### config.mk
export PLATFORM = sky130hd
export DESIGN_NAME = rob_commit_queue
export DESIGN_NICKNAME = d
export VERILOG_FILES = /design/src/rtl/i2oi_pkg.sv /design/src/rtl/rob_wb_arbiter.sv /design/src/rtl/rob_commit_queue.sv
export SDC_FILE = /design/constraint.sdc
export NUM_CORES = 1
export LEC_CHECK = 0
export CAP_MARGIN = 20
export CORE_MARGIN = 5
export CORE_UTILIZATION = 45
export DETAILED_ROUTE_END_ITERATION = 8
export PLACE_DENSITY = 0.69
export SYNTH_ARGS = -nofsm -noshare
export SYNTH_HDL_FRONTEND = slang
export SYNTH_HIERARCHICAL = 1
export SYNTH_SLANG_ARGS = --single-unit
### constraint.sdc
create_clock -name clk -period 3.35 [get_ports clk]
set_input_delay 0.67 -clock clk [delete_from_list [all_inputs] [get_ports clk]]
set_output_delay 0.67 -clock clk [all_outputs]
set_load 0.01 [all_outputs]
### src/rtl/i2oi_pkg.sv
// Shared definitions for the I2OI core: default datapath widths and the
// reorder-buffer entry layout seen by tools and debug views at those widths.
package i2oi_pkg;

    localparam int DATA_W_DEF = 32;
    localparam int REG_W_DEF  = 5;

    // One reorder-buffer slot at the default core widths.
    typedef struct packed {
        logic                  valid;
        logic                  done;
        logic                  regwrite;
        logic                  store;
        logic [REG_W_DEF-1:0]  rd;
        logic [DATA_W_DEF-1:0] data;
    } rob_entry_t;

endpackage

### src/rtl/rob_wb_arbiter.sv
// Per-entry writeback selection: for every ROB index, reports whether any
// writeback port targets it this cycle and which result to take. When more
// than one port names the same tag, the lowest-numbered port wins.
module rob_wb_arbiter
    import i2oi_pkg::*;
#(
    parameter int DEPTH  = 8,
    parameter int DATA_W = DATA_W_DEF,
    parameter int NUM_WB = 2,
    parameter int TAG_W  = $clog2(DEPTH)
) (
    input  logic [NUM_WB-1:0]        wb_valid,
    input  logic [NUM_WB*TAG_W-1:0]  wb_tag,
    input  logic [NUM_WB*DATA_W-1:0] wb_data,
    output logic [DEPTH-1:0]         hit,
    output logic [DEPTH*DATA_W-1:0]  hit_data
);

    logic match_s;

    // Scan ports from highest to lowest so the lowest index is written last and wins.
    always_comb begin
        hit      = '0;
        hit_data = '0;
        match_s  = 1'b0;
        for (int e = 0; e < DEPTH; e++) begin
            for (int i = NUM_WB - 1; i >= 0; i--) begin
                match_s = wb_valid[i] && (wb_tag[i*TAG_W +: TAG_W] == TAG_W'(e));
                hit[e]  = hit[e] | match_s;
                hit_data[e*DATA_W +: DATA_W] = match_s ? wb_data[i*DATA_W +: DATA_W]
                                                       : hit_data[e*DATA_W +: DATA_W];
            end
        end
    end

endmodule

### src/rtl/rob_commit_queue.sv
// Reorder buffer: in-order allocation at Issue, out-of-order completion over
// NUM_WB writeback ports, in-order retirement at Commit. Pointers carry one
// extra wrap bit so full/empty and occupancy fall out of plain subtraction.
module rob_commit_queue
    import i2oi_pkg::*;
#(
    parameter int  DEPTH  = 8,
    parameter int  DATA_W = DATA_W_DEF,
    parameter int  REG_W  = REG_W_DEF,
    parameter int  NUM_WB = 2,
    localparam int TAG_W  = $clog2(DEPTH)
) (
    input  logic                     clk,
    input  logic                     rst,
    input  logic                     flush,
    input  logic                     alloc_valid,
    output logic                     alloc_ready,
    input  logic [REG_W-1:0]         alloc_rd,
    input  logic                     alloc_regwrite,
    input  logic                     alloc_store,
    output logic [TAG_W-1:0]         alloc_tag,
    input  logic [NUM_WB-1:0]        wb_valid,
    input  logic [NUM_WB*TAG_W-1:0]  wb_tag,
    input  logic [NUM_WB*DATA_W-1:0] wb_data,
    output logic                     commit_valid,
    input  logic                     commit_ready,
    output logic [REG_W-1:0]         commit_rd,
    output logic                     commit_regwrite,
    output logic                     commit_store,
    output logic [DATA_W-1:0]        commit_data,
    output logic [TAG_W:0]           count
);

    // Slot layout follows rob_entry_t but tracks this instance's widths.
    typedef struct packed {
        logic              valid;
        logic              done;
        logic              regwrite;
        logic              store;
        logic [REG_W-1:0]  rd;
        logic [DATA_W-1:0] data;
    } rob_slot_t;

    localparam logic [TAG_W:0] PTR_ONE = {{TAG_W{1'b0}}, 1'b1};

    rob_slot_t              entry_r [DEPTH];
    logic [TAG_W:0]         head_r;
    logic [TAG_W:0]         tail_r;

    logic [TAG_W-1:0]       head_idx_s;
    logic [TAG_W-1:0]       tail_idx_s;
    logic                   full_s;
    logic                   alloc_fire_s;
    logic                   retire_fire_s;
    logic                   commit_valid_s;
    rob_slot_t              head_entry_s;
    logic [DEPTH-1:0]       wb_hit_s;
    logic [DEPTH*DATA_W-1:0] wb_sel_data_s;

    rob_wb_arbiter #(
        .DEPTH  (DEPTH),
        .DATA_W (DATA_W),
        .NUM_WB (NUM_WB),
        .TAG_W  (TAG_W)
    ) u_wb_arbiter (
        .wb_valid (wb_valid),
        .wb_tag   (wb_tag),
        .wb_data  (wb_data),
        .hit      (wb_hit_s),
        .hit_data (wb_sel_data_s)
    );

    assign head_idx_s = head_r[TAG_W-1:0];
    assign tail_idx_s = tail_r[TAG_W-1:0];

    // Same slot index with opposite wrap bits means every slot is occupied.
    assign full_s = (head_idx_s == tail_idx_s) && (head_r[TAG_W] != tail_r[TAG_W]);

    // Readiness uses registered fullness only: a retire does not free a slot
    // for allocation until the following cycle.
    assign alloc_ready   = ~full_s;
    assign alloc_tag     = tail_idx_s;
    assign alloc_fire_s  = alloc_valid & ~full_s;

    assign head_entry_s   = entry_r[head_idx_s];
    assign commit_valid_s = head_entry_s.valid & head_entry_s.done;
    assign retire_fire_s  = commit_valid_s & commit_ready;

    assign commit_valid    = commit_valid_s;
    assign commit_rd       = head_entry_s.rd;
    assign commit_data     = head_entry_s.data;
    assign commit_regwrite = commit_valid_s & head_entry_s.regwrite;
    assign commit_store    = commit_valid_s & head_entry_s.store;

    assign count = tail_r - head_r;

    // Head/tail pointers: flush returns both to zero, otherwise each advances on its own fire.
    always_ff @(posedge clk or negedge rst) begin
        if (!rst) begin
            head_r <= '0;
            tail_r <= '0;
        end else if (flush) begin
            head_r <= '0;
            tail_r <= '0;
        end else begin
            if (alloc_fire_s) begin
                tail_r <= tail_r + PTR_ONE;
            end
            if (retire_fire_s) begin
                head_r <= head_r + PTR_ONE;
            end
        end
    end

    // Entry storage: writeback marks live entries done, retire frees the head,
    // allocation claims the tail slot and overrides any writeback aimed at it.
    always_ff @(posedge clk or negedge rst) begin
        if (!rst) begin
            for (int e = 0; e < DEPTH; e++) begin
                entry_r[e] <= '0;
            end
        end else if (flush) begin
            for (int e = 0; e < DEPTH; e++) begin
                entry_r[e].valid <= 1'b0;
                entry_r[e].done  <= 1'b0;
            end
        end else begin
            for (int e = 0; e < DEPTH; e++) begin
                if (wb_hit_s[e] && entry_r[e].valid &&
                    !(alloc_fire_s && (tail_idx_s == TAG_W'(e)))) begin
                    entry_r[e].done <= 1'b1;
                    entry_r[e].data <= wb_sel_data_s[e*DATA_W +: DATA_W];
                end
            end
            if (retire_fire_s) begin
                entry_r[head_idx_s].valid <= 1'b0;
                entry_r[head_idx_s].done  <= 1'b0;
            end
            if (alloc_fire_s) begin
                entry_r[tail_idx_s] <= '{valid:    1'b1,
                                         done:     1'b0,
                                         regwrite: alloc_regwrite,
                                         store:    alloc_store,
                                         rd:       alloc_rd,
                                         data:     '0};
            end
        end
    end

endmodule

==> results.toml <==
[worst_setup_path]
worst_path_max_delay_cell = "clkdlybuf4s50_1"
cp_top_family = "buffers and inverters"
end_kind = "output pin"
worst-endpoint-required_ns = 2.68
path_class = "flip-flop to output pin"
crit_top_cell = "buf_12"
path_max_fanout = 13
cpPeakStageDelay_ns = 0.50
cp_cell_sequence = "buf_12, buf_12, mux2_2, a221oi_1, o21ai_1, clkdlybuf4s50_1"
arrival_ns = 2.68
startpoint_type = "flip-flop"
cp_num_buf_inv = 3

[logic_synthesis]
synth_warnings = 6
seq_area_frac_synth = 0.453
async_reset_ff_frac = 1.00
synthDistinctLibCells = 79
synth_ff_type = "dfrtp_1"
syn_area_mm2 = 0.0185
synth_edf_count = 0
postSynthAreaPerCell_um2 = 11.4
netlist_instances = 1626
synth_fp_nets = 1721
ys_ff_latch = 336

[die]
die_y_um = 213
ios = 132
initial_utilization = 0.454
placeableCoreArea_mm2 = 0.0408
dieArea_mm2 = 0.0454
dieWidth_um = 213
rows = 74

[clock_network]
cts_tree = "yes"
cts.sink_count = 336
clk_pin_slew_ns = 0.06
clk_path_buf_depth = 3
cts_made_buffers = 37
root_buffer = "clkbuf_16"
clkLatencyLatePin_ns = 0.53
ctsHtreeMaxLevel = 2

[grt]
grtUsageTotal = 0.304
antenna_found_initial = 3
grt_pass1_vias = 16400
grt_pass1_wl_um = 106000
grt_max_degree = 84
grt_overflow = 0

[timing]
rsz0062_at_grt = "true"
finalCriticalPeriod_ns = 3.35
fin_hold_ws_ns = 0.114
tightest_slew_ns = 1.30
hold_viol = 0
relSlewSlack = 0.134
setup_viol = 0
finalCritPeriodShare = 0.999
fmaxAchievable_ghz = 0.299
slew_violations = 0
skew_ns = 0.0108

[finish]
area_growth_pct = 21.3
final_common_cell = "a22o_1"
final_nets = 1809
drive_gt1_frac = 0.237
final_cell_mix = "a22o_1 (498), dfrtp_1 (333), clkdlybuf4s50_1 (95)"

[route]
wl_um = 70800
ant_nets = 0
wire_per_inst_um = 31.1
drt-pass1-iter-count = 5
drcViolationCount = 0
drt_iter0_drc = 2364
vias = 16500
viasPerCell = 7.25

[placed_design]
gp_congestion = 0.916
io_buffers = 131
dp_hpwl_um = 41300

[status]
status = "completed"

[job]
drv_cap = 0

[power]
leakage_nw = 10.1
total_power_mw = 9.80
p_per_area_mw_per_mm2 = 436
ir_drop_v = 0.000311

[min_path]
holdCritPathClass = "primary input to async pin"
## what timing repair did
item                                    CTS  global route
buffers inserted                          9            10
endpoints found under the setup margin   42            26
pin swaps                                 4             6
resized for setup                        84            43
hold buffers                              0             0
gates cloned                              1             0
## state kept, by name, indices dropped and copies added (netlist names)
name / cells
head_r: 4
tail_r: 4
entry_r: 328
## metrics by stage
stage,setup slack (ns),instance area (µm²),std cells,setup TNS (ns),utilization
floorplan,0.480,18500,1626,0,-
global placement,0.0969,20600,2182,0,0.505
detailed placement,0.124,20700,2185,0,0.506
CTS,-0.112,22200,2261,-0.196,0.544
global route,-0.0361,22500,2274,-0.123,0.551
finish,0.00427,22500,2277,0,0.551
## worst reg2reg max path, delay by kind of cell, from the launching register on
kind	cells	cell delay, ns
simple gates	1	0.27
buf+inv	4	0.98
flops	1	0.53
compound gates	4	1.07
fa+ha+maj	1	0.27
## synth_stat cells (20+ instances only)
cell type | number | share of area
nand2_1 | 51 | 0.010
clkbuf_1 | 25 | 0.0051
dfrtp_1 | 336 | 0.45
a21oi_1 | 44 | 0.012
mux2i_1 | 28 | 0.015
buf_1 | 67 | 0.014
buf_4 | 27 | 0.011
mux2_2 | 92 | 0.056
a22o_1 | 498 | 0.24
a221oi_1 | 28 | 0.013
nor2_1 | 66 | 0.013
a22oi_1 | 20 | 0.0081
a22o_2 | 20 | 0.011
buf_2 | 83 | 0.022
o21ai_0 | 29 | 0.0078
## cell type report
type,count,area [µm²]
antenna,4,10.0
clock buffer,57,1150
multi-input combinational,1058,9310
fill,3379,18300
clock inverter,9,133
timing repair buffer,264,2730
tap,532,666
sequential,336,8420
inverter,17,70.1
## cells by family (layout without fill, tap and decap cells)
family,Yosys count,after routing,share of synthesized area
adder cells (fa/ha/maj),11,11,0.00783
buffers and inverters,232,347,0.0633
flip-flops,336,336,0.453
AND/OR/NAND/NOR,202,202,0.0597
multiplexers,136,136,0.0904
XOR/XNOR,6,6,0.00364
other,0,4,0
AO/OA/AOI/OAI,703,703,0.322
## routing by layer
metal	vias up	share of wire	wire length, µm	global-route usage
li1	6559	-	-	-
met1	8311	0.39	27400	0.424
met2	1365	0.44	31000	0.452
met3	271	0.13	8920	0.0795
met4	2	0.049	3440	0.133
met5	-	0.00018	13	0
## worst paths after layout
kind                               from  slack [ns]  depth (start not counted)              to
max in group asynchronous           rst        2.27                          2    entry_r[139]
min                                 rst        0.11                          1    entry_r[274]
min in group clk           entry_r[146]        0.50                          1    entry_r[146]
max reg2reg                   head_r[1]        0.16                         10     entry_r[19]
min reg2reg                entry_r[146]        0.50                          1    entry_r[146]
max                           head_r[1]       0.004                          6  commit_data[7]
## power by group
group          switching, mW  internal (mW)  total, mW
Sequential             0.107           4.25       4.35
Clock                   1.71           2.61       4.32
Combinational          0.626          0.507       1.13
Total                   2.44           7.36       9.80
Note: power is estimated with default switching activity, not from simulation.
